==> src/rtl/crop_layer_pkg.sv <==
// Shared elaboration helpers for the crop stage.
// Counter widths are sized here so that a 1-pixel dimension still gets a 1-bit counter.
package crop_layer_pkg;

   function automatic int cnt_width(input int n);
      return (n < 2) ? 1 : $clog2(n);
   endfunction

endpackage

==> src/rtl/crop_layer_stream_fifo2.sv <==
// Generic 2-entry valid/ready staging FIFO; every output comes straight from registers.
// A full FIFO deasserts in_ready from its registered count only, never from out_ready.
module stream_fifo2 #(
   parameter int WIDTH = 17
) (
   input  logic             clk,
   input  logic             rst_n,
   input  logic             in_valid,
   output logic             in_ready,
   input  logic [WIDTH-1:0] in_data,
   output logic             out_valid,
   input  logic             out_ready,
   output logic [WIDTH-1:0] out_data
);

   logic [WIDTH-1:0] mem [2];
   logic             wr_ptr;
   logic             rd_ptr;
   logic [1:0]       count;
   logic             push;
   logic             pop;

   assign in_ready  = (count != 2'd2);
   assign out_valid = (count != 2'd0);
   assign push      = in_valid && in_ready;
   assign pop       = out_valid && out_ready;
   assign out_data  = mem[rd_ptr];

   // A push with a pop at count==1 writes the free slot while the head drains, keeping order.
   always_ff @(posedge clk or negedge rst_n) begin
      if (!rst_n) begin
         mem[0] <= '0;
         mem[1] <= '0;
         wr_ptr <= 1'b0;
         rd_ptr <= 1'b0;
         count  <= 2'd0;
      end else begin
         if (push) begin
            mem[wr_ptr] <= in_data;
            wr_ptr      <= ~wr_ptr;
         end
         if (pop) begin
            rd_ptr <= ~rd_ptr;
         end
         case ({push, pop})
            2'b10:   count <= count + 2'd1;
            2'b01:   count <= count - 2'd1;
            default: count <= count;
         endcase
      end
   end

endmodule

==> src/rtl/crop_layer.sv <==
// Strips a fixed border from a raster-order pixel stream and forwards only the interior.
// Border pixels are always consumed, even under backpressure; frames run back-to-back.
module crop_layer
   import crop_layer_pkg::*;
#(
   parameter int DATA_WIDTH  = 16,
   parameter int IMG_WIDTH   = 17,
   parameter int IMG_HEIGHT  = 17,
   parameter int CROP_TOP    = 1,
   parameter int CROP_BOTTOM = 2,
   parameter int CROP_LEFT   = 1,
   parameter int CROP_RIGHT  = 2
) (
   input  logic                         clk,
   input  logic                         rst_n,
   input  logic                         valid_in,
   input  logic signed [DATA_WIDTH-1:0] data_in,
   output logic                         ready_in,
   output logic                         valid_out,
   output logic signed [DATA_WIDTH-1:0] data_out,
   output logic                         last_out,
   input  logic                         ready_out,
   output logic                         frame_done
);

   localparam int OUT_W = IMG_WIDTH - CROP_LEFT - CROP_RIGHT;
   localparam int OUT_H = IMG_HEIGHT - CROP_TOP - CROP_BOTTOM;
   localparam int XW    = cnt_width(IMG_WIDTH);
   localparam int YW    = cnt_width(IMG_HEIGHT);

   localparam logic [XW-1:0] X_LAST = XW'(IMG_WIDTH - 1);
   localparam logic [YW-1:0] Y_LAST = YW'(IMG_HEIGHT - 1);

   generate
      if (OUT_W < 1 || OUT_H < 1) begin : g_bad_crop
         $error("crop_layer: crop leaves an empty output frame");
      end
   endgenerate

   // Stream contract (input and output alike): a beat transfers on a clock edge where
   // valid and ready are both high; a raised valid holds its data until that transfer.

   logic [XW-1:0]         in_x;
   logic [YW-1:0]         in_y;
   logic                  x_kept;
   logic                  y_kept;
   logic                  keep;
   logic                  at_x_end;
   logic                  at_y_end;
   logic                  kept_last;
   logic                  fire_in;
   logic                  fifo_ready;
   logic [DATA_WIDTH:0]   fifo_head;

   assign x_kept    = (int'(in_x) >= CROP_LEFT) && (int'(in_x) < IMG_WIDTH - CROP_RIGHT);
   assign y_kept    = (int'(in_y) >= CROP_TOP)  && (int'(in_y) < IMG_HEIGHT - CROP_BOTTOM);
   assign keep      = x_kept && y_kept;
   assign at_x_end  = (in_x == X_LAST);
   assign at_y_end  = (in_y == Y_LAST);
   assign kept_last = (int'(in_x) == IMG_WIDTH - CROP_RIGHT - 1) &&
                      (int'(in_y) == IMG_HEIGHT - CROP_BOTTOM - 1);

   // Only interior pixels need buffer space, so a border pixel is accepted even when full.
   assign ready_in = !keep || fifo_ready;
   assign fire_in  = valid_in && ready_in;

   always_ff @(posedge clk or negedge rst_n) begin
      if (!rst_n) begin
         in_x       <= '0;
         in_y       <= '0;
         frame_done <= 1'b0;
      end else begin
         frame_done <= fire_in && at_x_end && at_y_end;
         if (fire_in) begin
            if (at_x_end) begin
               in_x <= '0;
               in_y <= at_y_end ? '0 : in_y + YW'(1);
            end else begin
               in_x <= in_x + XW'(1);
            end
         end
      end
   end

   stream_fifo2 #(
      .WIDTH (DATA_WIDTH + 1)
   ) u_out_buf (
      .clk       (clk),
      .rst_n     (rst_n),
      .in_valid  (valid_in && keep),
      .in_ready  (fifo_ready),
      .in_data   ({kept_last, data_in}),
      .out_valid (valid_out),
      .out_ready (ready_out),
      .out_data  (fifo_head)
   );

   assign data_out = fifo_head[DATA_WIDTH-1:0];
   assign last_out = fifo_head[DATA_WIDTH];

endmodule

==> config.mk <==
export PLATFORM = sky130hd
export DESIGN_NAME = crop_layer
export DESIGN_NICKNAME = d
export VERILOG_FILES = /design/src/rtl/crop_layer_pkg.sv /design/src/rtl/crop_layer_stream_fifo2.sv /design/src/rtl/crop_layer.sv
export SDC_FILE = /design/constraint.sdc
export NUM_CORES = 1
export LEC_CHECK = 0
export CAP_MARGIN = 20
export CORE_MARGIN = 2
export CORE_UTILIZATION = 32
export DETAILED_ROUTE_END_ITERATION = 6
export SLEW_MARGIN = 20
export SYNTH_ARGS = -nofsm -noshare
export SYNTH_HDL_FRONTEND = slang
export SYNTH_SLANG_ARGS = --single-unit
==> constraint.sdc <==
create_clock -name clk -period 2.53 [get_ports clk]
set_input_delay 0.3795 -clock clk [delete_from_list [all_inputs] [get_ports clk]]
set_output_delay 0.3795 -clock clk [all_outputs]
set_load 0.01 [all_outputs]
; Yosys cells after proc, flatten, opt, wreduce, memory -nomap -nowiden
; Cells that the tools add are included.
[totals]
rom_bits = 0
latchBits = 0
mem_count = 0
register_bits = 49
elab_cells = 55
mem_bits_rw = 0
in_bits = 20
output_inout_bits = 20
[classes]
add_sub_neg = 4
bitwise_logic = 4
shift = 0
n_mul = 0
n_reduce_logical = 16
n_div = 0
muxes = 9
order_cmp = 7
eq_ne = 7
[ops]
columns = op, n
row1 = two-way mux 17 bit, 4
row2 = bitwise mux 34 bit, 1
row3 = == test 5 bit (second input constant), 4
row4 = demux 17 bit (select 1 bit), 1
row5 = logical AND 1 bit, 11
row6 = adder 5 x 1 -> 5 bit (second input constant), 2
row7 = >= comparator 5 x 1 -> 1 bit (second input constant), 2
row8 = less-than comparator 5 x 4 -> 1 bit (second input constant), 2
row9 = two-way mux 5 bit, 2
row10 = >= comparator 2 bit (second input constant), 2
row11 = inverter 1 -> 2 bit, 2
row12 = one-hot mux 2 bit (2 select lines), 1
row13 = nonzero test 2 bit, 2
row14 = adder 2 x 1 -> 2 bit (second input constant), 1
row15 = == test 2 x 1 -> 1 bit (second input constant), 1
row16 = == test 2 bit (second input constant), 1
row17 = less-than comparator 2 x 1 -> 1 bit (second input constant), 1
row18 = != test 2 bit (second input constant), 1
row19 = inverter 1 bit, 2
row20 = AND reduction 2 bit, 1
row21 = subtractor 2 x 1 -> 2 bit (second input constant), 1
row22 = logical NOT 1 bit, 1
row23 = logical OR 1 bit, 1

; Logic depth before layout (Yosys ltp)
; Gate-level depths: netlist of the first run.
[logic_depth]
depth_word = 8
mapped_depth = 10
depth_no_buf = 10

; Modules after synthesis
; A second synthesis of the first run with hierarchy kept.
[hier_totals]
hier_cells = 185
area_unflattened_um2 = 2528.7
[modules_own_cells]
columns = module, instances, cells_each, seq_area_each_um2, area_per_inst_um2
row1 = stream_fifo2, 1, 108, 950.9, 1783.0
row2 = crop_layer, 1, 77, 275.3, 745.7

; Least setup slack after synthesis of the first run
; No wires, ideal clock.
[synth_timing]
kind = register -> register
startpoint = reg in_y[1]
endpoint = reg u_out_buf.mem[0] (netlist bit)
arrival_time_ns = 2.037
stages_incl_launch_ff = 10
t_required_ns = 2.405
setup_ns = 0.125
path_slack_ns = 0.368
synth_period_minus_slack_ns = 2.162
n_path_buf = 2
cell_sequence = dfrtp_1 -> inv_1 -> ha_1 -> or4_1 -> o22ai_2 -> nor4_2 -> and2_1 -> buf_6 -> buf_12 -> mux2_4
[synth_via]
elab_chain_len = 5
word_cells_on_any_way = 6
cone_classes = order compare (2) / reduce/logical (4)
[synth_rtl]
columns = item, line_no
row1 = start: declaration, crop_layer.sv:44  ; logic [YW-1:0] in_y;
row2 = start signal: assignment, crop_layer.sv:77  ; in_y <= at_y_end ? '0 : in_y + YW'(1);
row3 = >= comparator 5 x 1 -> 1 bit / less-than comparator 5 x 4 -> 1 bit (equally long branches), crop_layer.sv:56  ; assign y_kept = (int'(in_y) >= CROP_TOP) && (int'(in_y) < IMG_HEIGHT - CROP_BOTTOM);
row4 = logical AND 1 bit (*), crop_layer.sv:56
row5 = logical AND 1 bit (*), crop_layer.sv:57  ; assign keep = x_kept && y_kept;
row6 = logical AND 1 bit (*), crop_layer.sv:90  ; .in_valid (valid_in && keep),
row7 = logical AND 1 bit (*), crop_layer_stream_fifo2.sv:25  ; assign push = in_valid && in_ready;
row8 = end signal: indexed assignment, crop_layer_stream_fifo2.sv:39  ; mem[wr_ptr] <= in_data;
row9 = end: declaration, crop_layer_stream_fifo2.sv:16  ; logic [WIDTH-1:0] mem [2];
; Every way passes the cells marked *; elsewhere a longest branch is shown, timed or not.
; A chain may end at the register's enable or synchronous reset.

; Worst setup path in the final report of the first run
[layout_timing]
startpoint = reg in_y[1]
endpoint = out ready_in
[layout_via]
elab_chain_len = 5
word_cells_on_any_way = 6
cone_classes = order compare (2) / reduce/logical (4)
[layout_rtl]
columns = item, line_no
row1 = >= comparator 5 x 1 -> 1 bit / less-than comparator 5 x 4 -> 1 bit (equally long branches), crop_layer.sv:56
row2 = logical AND 1 bit (*), crop_layer.sv:56
row3 = logical AND 1 bit (*), crop_layer.sv:57
row4 = logical NOT 1 bit (*), crop_layer.sv:64  ; assign ready_in = !keep || fifo_ready;
row5 = logical OR 1 bit (*), crop_layer.sv:64
row6 = end: declaration, crop_layer.sv:18  ; output logic ready_in,
; Marks and branches as above.

==> results of run 1 <==
registers in the layout (all words and copies together), names as in the netlist:
name              flops
frame_done            1
in_x                  5
in_y                  5
u_out_buf.count       2
u_out_buf.mem        34
u_out_buf.rd_ptr      1
u_out_buf.wr_ptr      1
final cells by class:
| class | instances | area [um^2] | share of cell area |
|---|---|---|---|
| repair buffers | 55 | 517 | 0.164 |
| clock buffers | 6 | 72.6 | 0.0230 |
| clock inverters | 2 | 38.8 | 0.0123 |
| multi-input cells | 120 | 1150 | 0.364 |
| inverters | 7 | 26.3 | 0.00832 |
| well taps | 102 | 128 | 0.0404 |
| flip-flops and latches | 49 | 1230 | 0.388 |
synth_stat cells, drive strengths merged (3+ instances only):
cell type and number:
nor2 7, nand3 3, or4 3, xnor2 4
nor3 3, ha 9, xor2 3, and2 3
dfrtp 49, inv 7, buf 5, o21ai 4
nand2 8, mux2 53, clkbuf 3
worst max-delay path: stages (launching register included):
cell           delay, ns
dfrtp_1             0.40
inv_1               0.11
ha_1                0.14
or4_1               0.11
o22ai_2             0.09
or4_1               0.52
dlygate4sd2_1       0.30
power by group through the flow:
stage / Clock, uW / Combinational (uW) / Sequential [uW]
3_3_place_gp: 0 / 2030 / 1400
2_1_floorplan: 0 / 1370 / 1340
6_report: 559 / 2070 / 1380
4_1_cts: 580 / 2100 / 1390
3_5_place_dp: 0 / 2040 / 1410
5_1_grt: 604 / 2260 / 1450
layer usage:
metal / routed length (um) / up-vias / global-route usage
met2: 2130 / 26 / 0.185
li1: - / 755 / -
met3: 158 / 5 / 0.0271
met5: 0 / - / 0
met1: 2260 / 757 / 0.172
met4: 38 / 0 / 0.0299
path summary, 6_finish.rpt:
| kind | start | end | slack, ns | cells after the start |
|---|---|---|---|---|
| max | in_y[1]$_DFFE_PN0P_ | ready_in | 0.19 | 6 |
| min | rst_n | u_out_buf.mem[4]$_DFFE_PN0P_ | 0.04 | 1 |
| max reg2reg | in_y[1]$_DFFE_PN0P_ | u_out_buf.mem[17]$_DFFE_PN0P_ | 0.20 | 9 |
| min reg2reg | u_out_buf.count[1]$_DFFE_PN0P_ | u_out_buf.count[1]$_DFFE_PN0P_ | 0.49 | 1 |
| max in group asynchronous | rst_n | u_out_buf.mem[25]$_DFFE_PN0P_ | 1.90 | 2 |
| min in group clk | u_out_buf.count[1]$_DFFE_PN0P_ | u_out_buf.count[1]$_DFFE_PN0P_ | 0.49 | 1 |
timing repair:
| item | CTS | global route |
|---|---|---|
| gates resized for setup | 1 | 0 |
| setup endpoints to repair | 1 | 0 |
| setup buffers | 4 | 0 |
metrics by stage:
step,cells,utilization
CTS,341,0.415
global placement,329,0.397
detailed placement,329,0.397
finish,341,0.415
floorplan,184,-
global route,341,0.415
cells by family (layout without fill, tap and decap cells):
kind of cell    Yosys count  count (layout)  synth area share
compound gates           13              13            0.0365
xor+xnor                  7               7            0.0248
fa+ha+maj                 9               9            0.0456
buf+inv                  15              70            0.0390
flops                    49              49             0.497
mux                      53              53             0.272
simple gates             38              38            0.0852
==> impl_metrics.ini, run 1 <==
[run_status]
status = completed

[synthesis]
yosysTopAreaCell = dfrtp_1
synth_ff_type = dfrtp_1
synth_nets = 213
yosys_warnings = 0
synth-edff-count = 0
synthDistinctLibCells = 36
async_flop_share = 1.00
syn_area_um2 = 2470
synth.avg_cell_area_um2 = 13.4
ys_seq_elements = 49
synth_top_area_share = 0.497
yosysSeqAreaShare = 0.497
synthCells = 184
yosys-top-cells-area = dfrtp_1, mux2_2, mux2_4

[timing]
max_freq_mhz = 427
fin_skew_ns = 0.0142
fin_crit_sh = 0.925
whs_ns = 0.0354
tns_ns = 0
drv_slew = 0
rsz0062_at_grt = false
layout_min_cycle_time_ns = 2.34
fin_ws_ns = 0.190
finalSetupViolations = 0
finalHoldViolations = 0
tightest_slew_ns = 0.511
maxSlewHeadroom = 0.659

[cells_and_area]
layout.cells.most_common = dfrtp_1
area_growth_pct = 27.9
nFillCells = 738
layout_common_cells = dfrtp_1, clkdlybuf4s50_1, mux2_2
drive_gt1_frac = 0.326
diodes = 0
fin_area_um2 = 3160
nNetsFinal = 267

[floorplanning]
ios = 40
die_w_um = 91.8
core_area_um2 = 7610
rows = 32
start_util = 0.325
die_h_um = 91.8
die-area_um2 = 8430

[cts]
clock_path_buffers = 2
cts_buffers = 5
htree_levels = 2
path_clk_slew_ns = 0.10
cts-root-buf = clkbuf_8
cts.hold.buffers_added = 0
cts.sinks = 49
clock_latency_ns = 0.30
cts_tree = done

[pwr]
p_sw_uw = 1270
intPower_uw = 2740
ir_drop_mv = 0.562
p_per_area_nw_per_um2 = 1270
power_frac_seq = 0.345
combPwrFrac = 0.515
p_sw_frac = 0.317
power_frac_clock = 0.139
power_uw = 4010
leakage_uw = 0.00136

[worst_setup_path]
path_class = reg -> out
critPathArrivalTime_ns = 1.96
critPathMaxFanout = 4
end_kind = output port
worstSetupStartpointType = register
cp.required_ns = 2.15

[drt]
drt-wirelength-per-cell_um = 13.4
vias = 1543
drt_pre_antenna_iters = 4
ant_nets = 0
viasPerCell = 4.52
drt-total-wl_um = 4580
drc = 0
drt_iter0_markers = 34

[place]
dpl.hpwl_um = 3290
dp_worst_setup_slack_ns = 0.201
port_buffers = 39
place_area_um2 = 3020
gp_congestion = 0.815

[job]
cap_violations = 0

[global_routing]
grt_max_degree = 24
grt_pass1_vias = 1666
antenna_found_initial = 0
grt_util_all_layers = 0.120
grt_first_pass_wirelength_um = 8070
overflow = 0

[hold_path]
min_path_type = in -> async
(Power assumes the default switching activity.)
==> inputs of run 2 (changes only) <==
- CAP_MARGIN: 20 -> 15
==> results of run 2 <==
Same layout as run 1: the final DEF is identical, and so are final timing and power.
==> inputs of run 3 (changes only) <==
- CELL_PAD_IN_SITES_DETAIL_PLACEMENT: not set -> 1
- CELL_PAD_IN_SITES_GLOBAL_PLACEMENT: not set -> 1
- CORE_UTILIZATION: 32 -> 43
- PLACE_DENSITY_LB_ADDON: not set -> 0.1
==> run 3 against run 2 <==
Combinational power barely moved. Global-route usage rose by 6.0 points. Clock skew fell by 0.0075 ns. Sequential share of layout area rose by 1.2 points.
==> impl_metrics.ini, run 3 (synthesized netlist as in run 1, its figures left out) <==
[run_status]
status = completed

[drt]
drc = 0
vias = 1570
drt-wirelength-per-cell_um = 17.6
drt_iter0_markers = 55
drt-total-wl_um = 5410
drt_pre_antenna_iters = 4
ant_nets = 0
viasPerCell = 5.10

[cts]
cts.hold.buffers_added = 0
path_clk_slew_ns = 0.09
cts_buffers = 5
cts-root-buf = clkbuf_8
htree_levels = 2
clock_path_buffers = 2
cts_tree = done
clock_latency_ns = 0.29
cts.sinks = 49

[cells_and_area]
diodes = 0
area_growth_pct = 24.0
fin_area_um2 = 3060
largest-register = u_out_buf.mem
largest_reg_flops = 34
nNetsFinal = 264
layout.cells.most_common = dfrtp_1
drive_gt1_frac = 0.322
layout_common_cells = dfrtp_1, clkdlybuf4s50_1, mux2_2
reg_top3 = u_out_buf.mem: 34 flops, in_x: 5 flops, in_y: 5 flops

[global_routing]
grt_max_degree = 32
grt_util_all_layers = 0.180
grt_pass1_vias = 1810
overflow = 0
grt_first_pass_wirelength_um = 8850
antenna_found_initial = 0

[timing]
fin_skew_ns = 0.00675
fin_crit_sh = 0.939
tns_ns = 0
max_freq_mhz = 421
fin_ws_ns = 0.154
maxSlewHeadroom = 0.679
finalSetupViolations = 0
layout_min_cycle_time_ns = 2.38
drv_slew = 0
tightest_slew_ns = 0.477
rsz0062_at_grt = false
finalHoldViolations = 0

[worst_setup_path]
worstSetupStartpointType = register
slowest_stage = nor4_2
critical_path.cell_chain = inv_1 -> ha_1 -> or4_1 -> o22ai_2 -> buf_4 -> nor4_2 -> buf_4 -> inv_1 -> ha_1 -> nor2_1 -> xor2_1
cp.required_ns = 2.74
critPathArrivalTime_ns = 2.59
critPathMaxFanout = 4
path_class = reg -> reg
reg2reg_slack_ns = 0.15
slowest_delay_ns = 0.41
end_kind = register

[floorplanning]
die_h_um = 79.8
start_util = 0.446
die-area_um2 = 6360
die_w_um = 79.8
ios = 40
rows = 27
core_area_um2 = 5540

[pwr]
ir_drop_mv = 0.454
leakage_uw = 0.00133
power_uw = 3960
p_per_area_nw_per_um2 = 1290

[place]
port_buffers = 39
gp_congestion = 0.831
dpl.hpwl_um = 3920
dp_worst_setup_slack_ns = 0.144
place_area_um2 = 2940

[job]
cap_violations = 0

[hold_path]
min_path_type = in -> async
-- run 3: cell types whose count changed in the layout (fill, tap and decap cells not counted), sizes merged --
cell,delta
clkinv,-1
buf,-3
clkinvlp,+2
bufinv,-1
-- run 3: through the flow --
stage / hold slack [ns] / utilization / cells
finish: 0.0127 / 0.553 / 308
floorplan: 0.0839 / - / 184
global route: 0.0327 / 0.553 / 308
global placement: 0.332 / 0.531 / 296
detailed placement: 0.347 / 0.531 / 296
CTS: 0.0233 / 0.553 / 308
-- run 3: power breakdown --
part           leakage (uW)  switching (uW)  internal (uW)  total (uW)
logic              0.000702             801           1260        2060
registers          0.000586             287           1160        1440
clock network     0.0000374             260            195         456
-- run 3: layout make-up --
type | instances | area (um^2)
Inverter | 7 | 26.3
Sequential cell | 49 | 1230
Multi-Input combinational cell | 120 | 1150
Clock buffer | 6 | 72.6
Timing Repair Buffer | 52 | 482
Clock inverter | 2 | 15.0
Fill cell | 582 | 2480
Tap cell | 72 | 90.1
-- run 3: path summary, 6_finish.rpt --
check	startpoint	endpoint	depth (start not counted)
max	in_y[1]$_DFFE_PN0P_	u_out_buf.count[1]$_DFFE_PN0P_	11
min	rst_n	u_out_buf.mem[13]$_DFFE_PN0P_	1
max in group asynchronous	rst_n	u_out_buf.mem[20]$_DFFE_PN0P_	2
max reg2reg	in_y[1]$_DFFE_PN0P_	u_out_buf.count[1]$_DFFE_PN0P_	11
min in group clk	u_out_buf.rd_ptr$_DFFE_PN0P_	u_out_buf.rd_ptr$_DFFE_PN0P_	1
min reg2reg	u_out_buf.rd_ptr$_DFFE_PN0P_	u_out_buf.rd_ptr$_DFFE_PN0P_	1
-- run 3: critical path: cells and delay by family (launching register included) --
family	cells	cell delay, ns
AOI/OAI and AO/OA	1	0.07
DFF	1	0.40
xor gates and xnor gates	1	0.18
and+or+nand+nor	3	0.66
buffers and inverters	4	0.52
adders and majority gates	2	0.46
-- run 3: timing repair --
action | CTS | global route
setup buffers | 4 | 0
setup endpoints to repair | 1 | 0
endpoints found under the hold margin | 0 | 0
resized for setup | 2 | 0
-- run 3: metal layers --
layer  share of wire  vias to the layer above  GRT usage
met1            0.44                      799      0.218
li1                -                      746          -
met3           0.028                        2     0.0328
met2            0.53                       23      0.332
met5               0                        -          0
met4          0.0046                        0     0.0407
